<file path="src/rtl/i2s_receiver.sv">
// i2s_receiver: oversampling I2S ADC deserialiser producing left/right sample pairs with a valid strobe.
// Define I2S_RX_ERROR_COUNT_EN to add a saturating 16-bit frame error counter output.
module i2s_receiver #(
    parameter int SAMPLE_WIDTH = 24,
    parameter int SLOT_WIDTH   = 32
) (
    input  logic                    i_clock,
    input  logic                    i_reset_n,
    input  logic                    i_codec_bit_clock,
    input  logic                    i_codec_lr_clock,
    input  logic                    i_codec_adc_data,
    output logic [SAMPLE_WIDTH-1:0] o_left_sample,
    output logic [SAMPLE_WIDTH-1:0] o_right_sample,
    output logic                    o_sample_valid,
    output logic                    o_frame_error
`ifdef I2S_RX_ERROR_COUNT_EN
    ,
    output logic [15:0]             o_error_count
`endif
);
    localparam int CW = $clog2(SLOT_WIDTH + 1);
    localparam logic [CW-1:0] SLOT = CW'(SLOT_WIDTH);
    localparam logic [CW-1:0] LAST = CW'(SLOT_WIDTH - 1);
    localparam logic [CW-1:0] SMAX = CW'(SAMPLE_WIDTH);

    logic [1:0]              bclk_sync_q, lr_sync_q, data_sync_q;
    logic                    bclk_prev_q, lr_prev_q, lr_prev_d;
    logic [CW-1:0]           cnt_q, cnt_d;
    logic [SAMPLE_WIDTH-1:0] shift_q, shift_d, hold_q, hold_d;
    logic [SAMPLE_WIDTH-1:0] left_q, left_d, right_q, right_d;
    logic                    left_ok_q, left_ok_d, valid_q, err_q;
    logic                    rise, lr, change, good, bad, fire;

    assign rise   = bclk_sync_q[1] & ~bclk_prev_q;
    assign lr     = lr_sync_q[1];
    assign change = rise & (lr != lr_prev_q);
    assign good   = change & (cnt_q == LAST);
    // A saturated count means no alignment yet, so that slot is dropped without an error
    assign bad    = change & (cnt_q < LAST);
    assign fire   = good & lr_prev_q & left_ok_q;

    always_comb begin
        lr_prev_d = rise ? lr : lr_prev_q;
        cnt_d     = !rise ? cnt_q : change ? '0 : (cnt_q == SLOT) ? cnt_q : cnt_q + 1'b1;
        shift_d   = (rise && cnt_d != '0 && cnt_d <= SMAX) ? SAMPLE_WIDTH'({shift_q, data_sync_q[1]}) : shift_q;
        hold_d    = (good && !lr_prev_q) ? shift_q : hold_q;
        left_ok_d = (good && !lr_prev_q) ? 1'b1 : change ? 1'b0 : left_ok_q;
        left_d    = fire ? hold_q : left_q;
        right_d   = fire ? shift_q : right_q;
    end

    always_ff @(posedge i_clock or negedge i_reset_n) begin
        if (!i_reset_n) begin
            bclk_sync_q <= '0;
            lr_sync_q   <= '0;
            data_sync_q <= '0;
            bclk_prev_q <= 1'b0;
            lr_prev_q   <= 1'b0;
            cnt_q       <= SLOT;
            shift_q     <= '0;
            hold_q      <= '0;
            left_ok_q   <= 1'b0;
            left_q      <= '0;
            right_q     <= '0;
            valid_q     <= 1'b0;
            err_q       <= 1'b0;
        end else begin
            bclk_sync_q <= {bclk_sync_q[0], i_codec_bit_clock};
            lr_sync_q   <= {lr_sync_q[0], i_codec_lr_clock};
            data_sync_q <= {data_sync_q[0], i_codec_adc_data};
            bclk_prev_q <= bclk_sync_q[1];
            lr_prev_q   <= lr_prev_d;
            cnt_q       <= cnt_d;
            shift_q     <= shift_d;
            hold_q      <= hold_d;
            left_ok_q   <= left_ok_d;
            left_q      <= left_d;
            right_q     <= right_d;
            valid_q     <= fire;
            err_q       <= bad;
        end
    end

    assign o_left_sample  = left_q;
    assign o_right_sample = right_q;
    assign o_sample_valid = valid_q;
    assign o_frame_error  = err_q;

`ifdef I2S_RX_ERROR_COUNT_EN
    logic [15:0] ecnt_q, ecnt_d;

    assign ecnt_d = (err_q && ecnt_q != 16'hFFFF) ? ecnt_q + 16'd1 : ecnt_q;

    always_ff @(posedge i_clock or negedge i_reset_n) begin
        if (!i_reset_n) ecnt_q <= '0;
        else            ecnt_q <= ecnt_d;
    end

    assign o_error_count = ecnt_q;
`endif
endmodule

</file>
<file path="config.mk">
export PLATFORM = sky130hd
export DESIGN_NAME = i2s_receiver
export DESIGN_NICKNAME = d
export VERILOG_FILES = /design/src/rtl/i2s_receiver.sv
export SDC_FILE = /design/constraint.sdc
export NUM_CORES = 1
export LEC_CHECK = 0
export ABC_AREA = 1
export BUFFER_PORTS_ARGS = -buffer_cell sky130_fd_sc_hd__buf_2
export CORE_AREA = 5 5 118 109
export CTS_CLUSTER_DIAMETER = 40
export DETAILED_ROUTE_END_ITERATION = 16
export DIE_AREA = 0 0 123 114
export PLACE_DENSITY = 0.67
export RECOVER_POWER = 50
export SLEW_MARGIN = 15
export SYNTH_ARGS = -nofsm -noshare
export SYNTH_HDL_FRONTEND = slang
export SYNTH_SLANG_ARGS = --single-unit
</file>
<file path="constraint.sdc">
create_clock -name i_clock -period 2.1 [get_ports i_clock]
set_input_delay 0.42 -clock i_clock [delete_from_list [all_inputs] [get_ports i_clock]]
set_output_delay 0.42 -clock i_clock [all_outputs]
set_load 0.05 [all_outputs]
</file>
==> metrics.txt, run 1 <==
# TYPE chip_impl_metric gauge
chip_impl_info{name="status",value="complete, no violations"} 1
chip_impl_metric{name="grt_max_degree",unit=""} 73
chip_impl_metric{name="fp.dieH",unit="microns"} 114
chip_impl_info{name="path_type_of_the_worst_min_delay_path",value="primary input to flip-flop"} 1
chip_impl_metric{name="maximum_clock_frequency",unit="MHz"} 507
chip_impl_metric{name="seq_area_frac_synth",unit=""} 0.627
chip_impl_info{name="hold_path.startpoint",value="i_codec_adc_data"} 1
chip_impl_metric{name="drt_pass1_iterations",unit=""} 5
chip_impl_metric{name="tot_pwr",unit="mW"} 5.90
chip_impl_metric{name="via_count_of_the_first_global_routing_pass",unit=""} 3305
chip_impl_metric{name="cts_buffer_depth",unit=""} 2
chip_impl_metric{name="cts-buffers-inserted",unit=""} 17
chip_impl_info{name="crit-reg2reg-launch",value="cnt_q[5]"} 1
chip_impl_metric{name="wire_length_of_the_first_global_routing_pass",unit="mm"} 15.5
chip_impl_metric{name="clock_sink_count",unit=""} 113
chip_impl_metric{name="number_of_cells_after_detailed_placement",unit=""} 687
chip_impl_metric{name="clk_lat_worst_skew",unit="ns"} 0.40
chip_impl_metric{name="max-vdd-ir-drop",unit="mV"} 0.545
chip_impl_metric{name="critical_path_arrival",unit="ns"} 2.31
chip_impl_info{name="synth_top_cells_by_count",value="sky130_fd_sc_hd__nand2_1, sky130_fd_sc_hd__dfrtp_1, sky130_fd_sc_hd__o21ai_0"} 1
chip_impl_metric{name="cts.clk_slew.worst_paths",unit="ns"} 0.05
chip_impl_metric{name="timing.hold.ws",unit="ns"} 0.126
chip_impl_metric{name="synth_area",unit="sq um"} 4510
chip_impl_metric{name="synth.net_count",unit=""} 494
chip_impl_metric{name="fin_area",unit="sq um"} 5610
chip_impl_info{name="synthDominantAreaCellType",value="sky130_fd_sc_hd__dfrtp_1"} 1
chip_impl_metric{name="fin_ws",unit="ns"} 0.126
chip_impl_metric{name="antenna-diode-count",unit=""} 0
chip_impl_metric{name="placedInstanceArea",unit="sq um"} 4980
chip_impl_info{name="dominantRegCellSynth",value="sky130_fd_sc_hd__dfrtp_1"} 1
chip_impl_metric{name="initial_utilization",unit=""} 0.387
chip_impl_metric{name="critPathBufInv",unit=""} 1
chip_impl_metric{name="groute.usage.overall",unit=""} 0.141
chip_impl_info{name="dominant_cells_by_area_after_synthesis",value="sky130_fd_sc_hd__dfrtp_1, sky130_fd_sc_hd__nand2_1, sky130_fd_sc_hd__o21ai_0"} 1
chip_impl_metric{name="post_route_cells_drive_above_1_share",unit=""} 0.183
chip_impl_metric{name="layout-area-overhead-vs-synth",unit="%"} 24.4
chip_impl_metric{name="wire_per_inst",unit="microns"} 13.0
chip_impl_metric{name="worst-path-max-fanout",unit=""} 14
chip_impl_metric{name="first_iter_violations",unit=""} 231
chip_impl_metric{name="synthArstFlopShare",unit=""} 1.00
chip_impl_metric{name="place_hpwl",unit="mm"} 6.07
chip_impl_metric{name="timing.critical_path.required",unit="ns"} 2.44
chip_impl_info{name="setup.worst_path.start",value="cnt_q[5]"} 1
chip_impl_metric{name="clock_tree.htree_level_count",unit=""} 4
chip_impl_metric{name="io_pins",unit=""} 55
chip_impl_info{name="clockRootBuffer",value="sky130_fd_sc_hd__clkbuf_16"} 1
chip_impl_metric{name="power.static_leakage",unit="nW"} 2.93
chip_impl_metric{name="max_slew_margin",unit=""} 0.424
chip_impl_metric{name="timing.setup.tns",unit="ns"} 0
chip_impl_metric{name="drv_slew",unit=""} 0
chip_impl_metric{name="route.final.wire_length",unit="mm"} 9.42
chip_impl_metric{name="fp.coreArea",unit="sq um"} 11600
chip_impl_metric{name="synth.lib_cells_used.distinct",unit=""} 26
chip_impl_info{name="category_of_the_worst_setup_path_capture_point",value="flip-flop"} 1
chip_impl_metric{name="die_w",unit="microns"} 123
chip_impl_info{name="cpMostUsedCell",value="sky130_fd_sc_hd__nand2_1"} 1
chip_impl_metric{name="layout.core_utilization",unit=""} 0.482
chip_impl_metric{name="final_cells",unit=""} 722
chip_impl_metric{name="port_buffers",unit=""} 54
chip_impl_metric{name="final_period_minus_worst_setup_slack",unit="ns"} 1.97
chip_impl_info{name="cpMaxStageDelayCell",value="sky130_fd_sc_hd__dfstp_2"} 1
chip_impl_metric{name="synth_largest_type_area_fraction",unit=""} 0.621
chip_impl_metric{name="synth.ff_latch_count",unit=""} 113
chip_impl_metric{name="synth_enable_flop_cells",unit=""} 0
chip_impl_metric{name="drt.antenna.violating_nets",unit=""} 0
chip_impl_metric{name="number_of_antenna_violations_at_the_first_check_in_global_routing",unit=""} 0
chip_impl_metric{name="vias_per_cell",unit=""} 4.73
chip_impl_info{name="ordered_cell_list_for_the_critical_path",value="inv_2 -> nor2_1 -> nand3_2 -> nand2_1 -> nand2_2 -> nand2_1 -> nand2_1 -> nor2_4 -> nand2_8 -> nand3_4 -> nand2_1 -> nand2_1"} 1
chip_impl_metric{name="finalHoldViolations",unit=""} 0
chip_impl_metric{name="final_net_count",unit=""} 557
chip_impl_metric{name="post-route-drc-count",unit=""} 0
chip_impl_metric{name="dp_slack",unit="ns"} 0.0487
chip_impl_info{name="cp-start-kind",value="flip-flop"} 1
chip_impl_metric{name="finalWeightedCongestion",unit=""} 0.799
chip_impl_metric{name="setup.reg_to_reg.worst_slack",unit="ns"} 0.13
chip_impl_metric{name="multi_input_combinational_cell_area",unit="sq um"} 1470
chip_impl_metric{name="final.setup_skew",unit="ns"} 0.00485
chip_impl_metric{name="powerDensity",unit="nW/um^2"} 1050
chip_impl_metric{name="syn-mean-instance-area",unit="sq um"} 9.27
chip_impl_metric{name="max_stage_delay",unit="ns"} 0.59
chip_impl_info{name="clock_tree_from_tritoncts",value="built"} 1
chip_impl_metric{name="ys.warnings.count",unit=""} 0
chip_impl_metric{name="fillCellCount",unit=""} 1092
chip_impl_metric{name="rows",unit=""} 38
chip_impl_info{name="most_frequently_used_cell_type_in_the_post_synthesis_netlist",value="sky130_fd_sc_hd__nand2_1"} 1
chip_impl_metric{name="num_vias",unit=""} 3416
chip_impl_metric{name="finalSetupViolCount",unit=""} 0
chip_impl_metric{name="max-cap-violations",unit=""} 0
chip_impl_metric{name="globalRouteOverflowTotal",unit=""} 0
chip_impl_metric{name="max_slew.worst_pin.slew",unit="ns"} 0.863
chip_impl_metric{name="min_period_over_period",unit=""} 0.940
chip_impl_metric{name="die_area",unit="sq um"} 14000
chip_impl_info{name="critPathKind",value="flip-flop to flip-flop"} 1
chip_impl_metric{name="post_synth_inst_count",unit=""} 487
chip_impl_info{name="crit_path_leading_delay_family",value="simple AND/OR/NAND/NOR gates"} 1
chip_impl_metric{name="register_area",unit="sq um"} 2830
final cells by class:
| cell class | instances | share of cell area |
|---|---|---|
| sequential | 113 | 0.504 |
| tap | 160 | 0.0357 |
| multi-input combinational | 312 | 0.262 |
| clock buffer | 20 | 0.0796 |
| timing repair buffer | 65 | 0.0662 |
| clock inverter | 11 | 0.0247 |
| inverter | 41 | 0.0274 |
registers in the layout, indices dropped and copies added, names as in the netlist:
register / cells
lr_prev_q: 1
lr_sync_q: 2
hold_q: 24
bclk_prev_q: 1
o_sample_valid: 1
o_right_sample: 24
o_left_sample: 24
left_ok_q: 1
cnt_q: 6
bclk_sync_q: 2
data_sync_q: 2
shift_q: 24
o_frame_error: 1
worst paths after layout:
| path | cells past startpoint | end |
|---|---|---|
| worst max-delay path | 12 | shift_q[7] |
| worst min-delay path | 1 | data_sync_q[0] |
| worst max register to register | 12 | shift_q[7] |
| worst min register to register | 0 | bclk_sync_q[1] |
| max in group asynchronous | 3 | shift_q[4] |
| min in group asynchronous | 2 | o_frame_error |
repair_timing:
action | 4_1_cts | 5_1_grt
hold endpoints to repair | 30 | 0
hold buffers | 1 | 0
setup endpoints to repair | 0 | 24
gates resized for setup | 0 | 8
setup buffers | 0 | 0
placed cells by master (no fill, tap or decap), drive strengths merged:
master	count
clkbuf	32
nand3	12
nor2	12
clkinvlp	2
clkinv	6
dlygate4sd3	1
nor3	3
xnor2	1
inv	41
and3	1
ha	2
dfstp	1
nand4	26
buf	52
a21oi	1
o21ai	52
nand2	200
o21bai	2
dfrtp	112
bufinv	3
worst register-to-register path, stage by stage (launching register included):
cell	delay (ns)
sky130_fd_sc_hd__dfstp_2	0.59
sky130_fd_sc_hd__inv_2	0.05
sky130_fd_sc_hd__nor2_1	0.11
sky130_fd_sc_hd__nand3_2	0.13
sky130_fd_sc_hd__nand2_1	0.14
sky130_fd_sc_hd__nand2_2	0.08
sky130_fd_sc_hd__nand2_1	0.08
sky130_fd_sc_hd__nand2_1	0.09
sky130_fd_sc_hd__nor2_4	0.21
sky130_fd_sc_hd__nand2_8	0.14
sky130_fd_sc_hd__nand3_4	0.17
sky130_fd_sc_hd__nand2_1	0.08
sky130_fd_sc_hd__nand2_1	0.06
cell families (layout without fill, tap and decap cells):
kind of cell | after synthesis | in the layout | share of synthesized area
and+or+nand+nor | 251 | 254 | 0.242
DFF | 113 | 113 | 0.627
buffers and inverters | 65 | 137 | 0.0610
AOI/OAI and AO/OA | 55 | 55 | 0.0629
adders and majority gates | 2 | 2 | 0.00554
xor gates and xnor gates | 1 | 1 | 0.00194
per-layer routing:
| layer | vias to the layer above | global-route usage | share of wire |
|---|---|---|---|
| met5 | - | 0 | 0 |
| li1 | 1695 | - | - |
| met3 | 13 | 0.0456 | 0.060 |
| met2 | 97 | 0.216 | 0.47 |
| met4 | 0 | 0.0672 | 0.014 |
| met1 | 1611 | 0.180 | 0.46 |
report_power, final:
part / switching (mW) / internal, mW / total, mW / leakage, nW
registers: 0.149 / 2.34 / 2.49 / 1.54
clock network: 0.930 / 1.88 / 2.81 / 0.285
logic: 0.421 / 0.182 / 0.604 / 1.11
total: 1.50 / 4.40 / 5.90 / 2.93
Note: power is estimated with default switching activity, not from simulation.
==> inputs of run 2 (changes only) <==
- CORE_AREA: 5 5 118 109 -> 5 5 107 99
- DIE_AREA: 0 0 123 114 -> 0 0 112 104
- PLACE_DENSITY: 0.67 -> 0.78
==> metrics.txt, run 2 (synthesis gave the netlist of run 1 again) <==
# TYPE chip_impl_metric gauge
chip_impl_metric{name="clk_lat_worst_skew",unit="ns"} 0.51
chip_impl_metric{name="clock_tree.htree_level_count",unit=""} 4
chip_impl_metric{name="fp.coreArea",unit="sq um"} 9400
chip_impl_metric{name="route.final.wire_length",unit="mm"} 10.2
chip_impl_info{name="path_type_of_the_worst_min_delay_path",value="primary input to flip-flop"} 1
chip_impl_metric{name="maximum_clock_frequency",unit="MHz"} 501
chip_impl_metric{name="max_slew.worst_pin.slew",unit="ns"} 1.48
chip_impl_metric{name="finalHoldViolations",unit=""} 0
chip_impl_metric{name="max-cap-violations",unit=""} 0
chip_impl_info{name="most-common-layout-cells",value="sky130_fd_sc_hd__nand2_1, sky130_fd_sc_hd__dfrtp_1, sky130_fd_sc_hd__buf_2, sky130_fd_sc_hd__o21ai_0, sky130_fd_sc_hd__inv_1"} 1
chip_impl_metric{name="layout-area-overhead-vs-synth",unit="%"} 24.6
chip_impl_metric{name="number_of_antenna_violations_at_the_first_check_in_global_routing",unit=""} 0
chip_impl_metric{name="fillCellCount",unit=""} 757
chip_impl_metric{name="die_area",unit="sq um"} 11600
chip_impl_metric{name="final_net_count",unit=""} 562
chip_impl_info{name="mostFrequentLayoutCell",value="sky130_fd_sc_hd__nand2_1"} 1
chip_impl_metric{name="final.setup_skew",unit="ns"} 0.00958
chip_impl_metric{name="setup.reg_to_reg.worst_slack",unit="ns"} 0.10
chip_impl_metric{name="clock_sink_count",unit=""} 113
chip_impl_info{name="critPathKind",value="flip-flop to flip-flop"} 1
chip_impl_metric{name="first_iter_violations",unit=""} 403
chip_impl_metric{name="finalWeightedCongestion",unit=""} 0.842
chip_impl_metric{name="via_count_of_the_first_global_routing_pass",unit=""} 3513
chip_impl_info{name="setup.worst_path.end",value="shift_q[2]"} 1
chip_impl_metric{name="post_route_cells_drive_above_1_share",unit=""} 0.222
chip_impl_metric{name="timing.critical_path.required",unit="ns"} 2.54
chip_impl_metric{name="grt_max_degree",unit=""} 114
chip_impl_metric{name="worst-path-max-fanout",unit=""} 7
chip_impl_metric{name="cts.clk_slew.worst_paths",unit="ns"} 0.06
chip_impl_metric{name="placedInstanceArea",unit="sq um"} 4890
chip_impl_metric{name="max_slew_margin",unit=""} 0.0120
chip_impl_metric{name="grtUsageMet3",unit=""} 0.0518
chip_impl_metric{name="powerDensity",unit="nW/um^2"} 1070
chip_impl_metric{name="max_stage_delay",unit="ns"} 0.36
chip_impl_info{name="category_of_the_worst_setup_path_capture_point",value="flip-flop"} 1
chip_impl_info{name="setup.worst_path.start",value="bclk_sync_q[1]"} 1
chip_impl_info{name="grt.busiest_layer",value="met2"} 1
chip_impl_info{name="cp-start-kind",value="flip-flop"} 1
chip_impl_metric{name="port_buffers",unit=""} 54
chip_impl_metric{name="die_w",unit="microns"} 112
chip_impl_metric{name="max-vdd-ir-drop",unit="mV"} 0.588
chip_impl_metric{name="vias_per_cell",unit=""} 5.23
chip_impl_metric{name="initial_utilization",unit=""} 0.480
chip_impl_metric{name="post-route-drc-count",unit=""} 0
chip_impl_info{name="ordered_cell_list_for_the_critical_path",value="inv_1 -> nor2_2 -> nand2_2 -> nand2_2 -> nand2_2 -> nand2_2 -> nand2_1 -> nor2_4 -> nand2_8 -> nand3_2 -> nand2_1 -> nand2_1"} 1
chip_impl_metric{name="wire_per_inst",unit="microns"} 14.7
chip_impl_metric{name="globalRouteOverflowTotal",unit=""} 0
chip_impl_info{name="crit-reg2reg-launch",value="bclk_sync_q[1]"} 1
chip_impl_metric{name="fin_area",unit="sq um"} 5630
chip_impl_metric{name="wire_length_of_the_first_global_routing_pass",unit="mm"} 16.8
chip_impl_info{name="rr_endpoint",value="shift_q[2]"} 1
chip_impl_info{name="crit_path_leading_delay_family",value="simple AND/OR/NAND/NOR gates"} 1
chip_impl_metric{name="rows",unit=""} 34
chip_impl_metric{name="register_area",unit="sq um"} 2830
chip_impl_metric{name="multi_input_combinational_cell_area",unit="sq um"} 1500
chip_impl_info{name="cpMaxStageDelayCell",value="sky130_fd_sc_hd__dfrtp_1"} 1
chip_impl_metric{name="met1_usage",unit=""} 0.234
chip_impl_info{name="clockRootBuffer",value="sky130_fd_sc_hd__clkbuf_8"} 1
chip_impl_metric{name="io_pins",unit=""} 55
chip_impl_info{name="clock_tree_from_tritoncts",value="built"} 1
chip_impl_metric{name="drt_pass1_iterations",unit=""} 5
chip_impl_metric{name="finalSetupViolCount",unit=""} 0
chip_impl_metric{name="place_hpwl",unit="mm"} 5.75
chip_impl_metric{name="min_period_over_period",unit=""} 0.951
chip_impl_metric{name="critical_path_arrival",unit="ns"} 2.43
chip_impl_metric{name="final_period_minus_worst_setup_slack",unit="ns"} 2.00
chip_impl_metric{name="cts-buffers-inserted",unit=""} 17
chip_impl_metric{name="fp.dieH",unit="microns"} 104
chip_impl_metric{name="drv_slew",unit=""} 0
chip_impl_metric{name="cts_buffer_depth",unit=""} 2
chip_impl_metric{name="antenna-diode-count",unit=""} 0
chip_impl_info{name="cpMostUsedCell",value="sky130_fd_sc_hd__nand2_2"} 1
chip_impl_metric{name="worst-path-stages",unit=""} 12
chip_impl_metric{name="grt.met2_usage",unit=""} 0.277
chip_impl_metric{name="groute.usage.overall",unit=""} 0.177
chip_impl_info{name="status",value="complete, no violations"} 1
chip_impl_metric{name="worst_r2r_path_depth",unit=""} 12
chip_impl_metric{name="power.static_leakage",unit="nW"} 3.00
chip_impl_metric{name="num_vias",unit=""} 3627
chip_impl_metric{name="critPathBufInv",unit=""} 1
chip_impl_metric{name="drt.antenna.violating_nets",unit=""} 0
chip_impl_metric{name="final_cells",unit=""} 694
chip_impl_metric{name="number_of_cells_after_detailed_placement",unit=""} 650
-- run 2: cell types whose count changed in the layout (fill, tap and decap cells not counted), sizes merged --
cell and change:
clkbuf -13, bufinv -1, clkinv -4, buf +13, inv +9, nand3 +1
nand2 +1
-- run 2: worst reg2reg max path, cell delays in order, from the launching register on --
cell,delay (ns)
sky130_fd_sc_hd__dfrtp_1,0.36
sky130_fd_sc_hd__inv_1,0.06
sky130_fd_sc_hd__nor2_2,0.24
sky130_fd_sc_hd__nand2_2,0.19
sky130_fd_sc_hd__nand2_2,0.13
sky130_fd_sc_hd__nand2_2,0.06
sky130_fd_sc_hd__nand2_2,0.07
sky130_fd_sc_hd__nand2_1,0.08
sky130_fd_sc_hd__nor2_4,0.26
sky130_fd_sc_hd__nand2_8,0.14
sky130_fd_sc_hd__nand3_2,0.17
sky130_fd_sc_hd__nand2_1,0.10
sky130_fd_sc_hd__nand2_1,0.07
-- run 2: worst min path at each step --
stage	from	end	cells after the start
2_1_floorplan	i_reset_n	bclk_prev_q	0
3_3_place_gp	lr_sync_q[0]	lr_sync_q[1]	0
3_5_place_dp	lr_sync_q[0]	lr_sync_q[1]	0
4_1_cts	i_codec_lr_clock	lr_sync_q[0]	1
5_1_grt	i_codec_bit_clock	bclk_sync_q[0]	1
6_report	i_codec_lr_clock	lr_sync_q[0]	1
-- run 2: per-layer routing --
metal | wire length, microns | part of all wire
met4 | 304 | 0.030
met5 | 0 | 0
met3 | 701 | 0.069
met1 | 4310 | 0.42
met2 | 4860 | 0.48
-- run 2: power by group --
| part | switching [mW] | total [mW] | internal [mW] |
|---|---|---|---|
| combinational | 0.478 | 0.712 | 0.234 |
| sequential | 0.162 | 2.50 | 2.34 |
| clock | 1.09 | 2.82 | 1.73 |
| total | 1.73 | 6.03 | 4.30 |
-- run 2: area by class of cell --
class | instances | area share
clock buffers | 17 | 0.0736
flip-flops and latches | 113 | 0.503
well taps | 126 | 0.0280
repair buffers | 68 | 0.0705
inverters | 41 | 0.0274
clock inverters | 15 | 0.0307
multi-input cells | 314 | 0.267
-- run 2: per-stage QoR --
step | utilization | TNS (ns) | setup WS [ns] | hold slack (ns) | power [mW]
after floorplan | - | 0 | 0.407 | 0.124 | 2.88
after global routing | 0.598 | -0.0328 | -0.0258 | 0.00368 | 6.28
final | 0.598 | 0 | 0.104 | 0.0225 | 6.03
after detailed placement | 0.520 | 0 | 0.0728 | 0.340 | 3.05
after CTS | 0.582 | 0 | 0.0191 | 0.00413 | 5.89
after global placement | 0.520 | 0 | 0.0964 | 0.335 | 3.03
-- run 2: timing repair --
item                       in CTS  in global routing
hold buffers                    0                  1
setup endpoints to repair       0                 24
buffers inserted                0                  6
hold endpoints to repair        0                  1
gates resized for setup         0                  9
==> inputs of run 3 (changes only) <==
==> constraint.sdc (replaced) <==
create_clock -name i_clock -period 2.1 [get_ports i_clock]
set_input_delay 0.315 -clock i_clock [delete_from_list [all_inputs] [get_ports i_clock]]
set_output_delay 0.315 -clock i_clock [all_outputs]
set_load 0.05 [all_outputs]
==> metrics.txt, run 3 (synthesis gave the netlist of run 1 again) <==
# TYPE chip_impl_metric gauge
chip_impl_info{name="category_of_the_worst_setup_path_capture_point",value="flip-flop"} 1
chip_impl_metric{name="clock_tree.htree_level_count",unit=""} 4
chip_impl_info{name="clock_tree_from_tritoncts",value="built"} 1
chip_impl_metric{name="fin_ws",unit="ns"} 0.140
chip_impl_metric{name="fp.coreArea",unit="sq um"} 9400
chip_impl_metric{name="pwr-share-seq",unit=""} 0.422
chip_impl_info{name="mostFrequentLayoutCell",value="sky130_fd_sc_hd__nand2_1"} 1
chip_impl_metric{name="die_w",unit="microns"} 112
chip_impl_metric{name="fillCellCount",unit=""} 746
chip_impl_metric{name="tot_pwr",unit="mW"} 5.94
chip_impl_metric{name="fp.dieH",unit="microns"} 104
chip_impl_metric{name="worst-path-max-fanout",unit=""} 14
chip_impl_metric{name="post-route-drc-count",unit=""} 0
chip_impl_metric{name="min_period_over_period",unit=""} 0.934
chip_impl_metric{name="critPathBufInv",unit=""} 2
chip_impl_metric{name="clkPwrFrac",unit=""} 0.476
chip_impl_metric{name="port_buffers",unit=""} 54
chip_impl_metric{name="io_pins",unit=""} 55
chip_impl_metric{name="globalRouteOverflowTotal",unit=""} 0
chip_impl_metric{name="p_switching",unit="mW"} 1.70
chip_impl_metric{name="via_count_of_the_first_global_routing_pass",unit=""} 3503
chip_impl_metric{name="met1_usage",unit=""} 0.226
chip_impl_metric{name="route.final.wire_length",unit="mm"} 10.1
chip_impl_metric{name="final_period_minus_worst_setup_slack",unit="ns"} 1.96
chip_impl_info{name="grt.busiest_layer",value="met2"} 1
chip_impl_metric{name="power_frac_comb",unit=""} 0.103
chip_impl_metric{name="post_route_cells_drive_above_1_share",unit=""} 0.194
chip_impl_metric{name="rows",unit=""} 34
chip_impl_metric{name="power.static_leakage",unit="nW"} 2.94
chip_impl_metric{name="maximum_clock_frequency",unit="MHz"} 510
chip_impl_info{name="status",value="complete, no violations"} 1
chip_impl_metric{name="drt_pass1_iterations",unit=""} 4
chip_impl_metric{name="drv_slew",unit=""} 0
chip_impl_metric{name="dp_slack",unit="ns"} 0.0250
chip_impl_metric{name="cts.clk_slew.worst_paths",unit="ns"} 0.06
chip_impl_info{name="path_type_of_the_worst_min_delay_path",value="flip-flop to flip-flop"} 1
chip_impl_metric{name="num_vias",unit=""} 3568
chip_impl_metric{name="timing.critical_path.required",unit="ns"} 2.55
chip_impl_metric{name="place_hpwl",unit="mm"} 5.80
chip_impl_metric{name="layout-area-overhead-vs-synth",unit="%"} 23.8
chip_impl_metric{name="powerDensity",unit="nW/um^2"} 1060
chip_impl_metric{name="max_stage_delay",unit="ns"} 0.58
chip_impl_metric{name="cts_buffer_depth",unit=""} 2
chip_impl_metric{name="power_switching_share",unit=""} 0.286
chip_impl_metric{name="vias_per_cell",unit=""} 5.16
chip_impl_metric{name="final_net_count",unit=""} 560
chip_impl_metric{name="number_of_antenna_violations_at_the_first_check_in_global_routing",unit=""} 0
chip_impl_metric{name="drt.antenna.violating_nets",unit=""} 0
chip_impl_metric{name="finalSetupViolCount",unit=""} 0
chip_impl_metric{name="antenna-diode-count",unit=""} 0
chip_impl_metric{name="max-vdd-ir-drop",unit="mV"} 0.649
chip_impl_info{name="ordered_cell_list_for_the_critical_path",value="inv_2 -> nor2_1 -> nand3_2 -> nand2_1 -> nand2_1 -> nand3_2 -> nand3_1 -> nand2_4 -> buf_6 -> nand4_1 -> nand2_1"} 1
chip_impl_info{name="crit_path_leading_delay_family",value="simple AND/OR/NAND/NOR gates"} 1
chip_impl_info{name="critPathKind",value="flip-flop to flip-flop"} 1
chip_impl_metric{name="max_slew_margin",unit=""} 0.0146
chip_impl_metric{name="fin_area",unit="sq um"} 5590
chip_impl_metric{name="die_area",unit="sq um"} 11600
chip_impl_info{name="most-common-layout-cells",value="sky130_fd_sc_hd__nand2_1, sky130_fd_sc_hd__dfrtp_1, sky130_fd_sc_hd__o21ai_0, sky130_fd_sc_hd__buf_2, sky130_fd_sc_hd__inv_1"} 1
chip_impl_metric{name="max_slew.worst_pin.slew",unit="ns"} 1.48
chip_impl_metric{name="grt_max_degree",unit=""} 114
chip_impl_metric{name="finalHoldViolations",unit=""} 0
chip_impl_metric{name="finalWeightedCongestion",unit=""} 0.835
chip_impl_metric{name="wire_per_inst",unit="microns"} 14.6
chip_impl_info{name="clockRootBuffer",value="sky130_fd_sc_hd__clkbuf_8"} 1
chip_impl_metric{name="clk_lat_worst_skew",unit="ns"} 0.52
chip_impl_metric{name="layout.core_utilization",unit=""} 0.594
chip_impl_metric{name="initial_utilization",unit=""} 0.480
chip_impl_metric{name="grtUsageMet3",unit=""} 0.0634
chip_impl_metric{name="power.internal",unit="mW"} 4.24
chip_impl_metric{name="cts-buffers-inserted",unit=""} 17
chip_impl_metric{name="final.setup_skew",unit="ns"} 0.00753
chip_impl_metric{name="first_iter_violations",unit=""} 236
chip_impl_info{name="cpMostUsedCell",value="sky130_fd_sc_hd__nand2_1"} 1
chip_impl_metric{name="timing.hold.ws",unit="ns"} 0.356
chip_impl_metric{name="wire_length_of_the_first_global_routing_pass",unit="mm"} 16.8
chip_impl_metric{name="groute.usage.overall",unit=""} 0.179
chip_impl_info{name="cp-start-kind",value="flip-flop"} 1
chip_impl_metric{name="placedInstanceArea",unit="sq um"} 4900
chip_impl_metric{name="grt.met2_usage",unit=""} 0.288
chip_impl_metric{name="max-cap-violations",unit=""} 0
chip_impl_metric{name="clock_sink_count",unit=""} 113
chip_impl_info{name="cpMaxStageDelayCell",value="sky130_fd_sc_hd__dfstp_2"} 1
chip_impl_metric{name="critical_path_arrival",unit="ns"} 2.41
run 3: cell count changes in the layout (fill, tap and decap cells not counted), sizes merged:
cell / change
buf: -14
clkinv: -1
clkbuf: +9
inv: +1
dlygate4sd3: +3
run 3: power by group through the flow:
stage	combinational, mW	clock [mW]	sequential [mW]
6_report	0.609	2.82	2.50
3_5_place_dp	0.527	0	2.53
3_3_place_gp	0.510	0	2.52
5_1_grt	0.692	2.98	2.52
2_1_floorplan	0.402	0	2.48
4_1_cts	0.556	2.86	2.50
run 3: repair_timing:
action                                 CTS  global route
buffers inserted                         0             1
setup endpoints to repair                3            28
gates cloned                             1             4
hold buffers                             4             0
gates resized for setup                  0             8
pin swaps                                1             4
endpoints found under the hold margin  115             0
run 3: stage by stage:
| stage | cells | TNS, ns |
|---|---|---|
| after floorplan | 487 | 0 |
| after global placement | 650 | 0 |
| after detailed placement | 650 | 0 |
| after CTS | 687 | 0 |
| after global routing | 692 | -0.00124 |
| final | 692 | 0 |
run 3: worst register-to-register path: stages, from the launching register on:
cell and delay [ns]:
sky130_fd_sc_hd__dfstp_2 0.58, sky130_fd_sc_hd__inv_2 0.05, sky130_fd_sc_hd__nor2_1 0.10, sky130_fd_sc_hd__nand3_2 0.13, sky130_fd_sc_hd__nand2_1 0.11, sky130_fd_sc_hd__nand2_1 0.06
sky130_fd_sc_hd__nand3_2 0.09, sky130_fd_sc_hd__nand3_1 0.13, sky130_fd_sc_hd__nand2_4 0.20, sky130_fd_sc_hd__buf_6 0.20, sky130_fd_sc_hd__nand4_1 0.13, sky130_fd_sc_hd__nand2_1 0.12
run 3: final cells by class:
cell class                      count  area, sq um  share of cell area
Timing Repair Buffer               66          380              0.0681
Tap cell                          126          158              0.0282
Inverter                           41          154              0.0275
Clock buffer                       17          414              0.0741
Sequential cell                   113         2830               0.506
Clock inverter                     15          170              0.0305
Multi-Input combinational cell    314         1480               0.265
run 3: path summary, 6_finish.rpt:
path | start | end | slack (ns) | depth (start not counted)
max | cnt_q[5] | shift_q[9] | 0.14 | 11
min | bclk_sync_q[0] | bclk_sync_q[1] | 0.36 | 0
max reg2reg | cnt_q[5] | shift_q[9] | 0.14 | 11
min reg2reg | bclk_sync_q[0] | bclk_sync_q[1] | 0.36 | 0
max in group asynchronous | i_reset_n | o_right_sample[4] | 0.38 | 3
min in group asynchronous | i_reset_n | o_left_sample[16] | 0.81 | 3
run 3: routing by layer:
layer | share of wire | vias to the layer above
li1 | - | 1688
met1 | 0.43 | 1738
met2 | 0.49 | 124
met3 | 0.070 | 18
met4 | 0.018 | 0
met5 | 0 | -
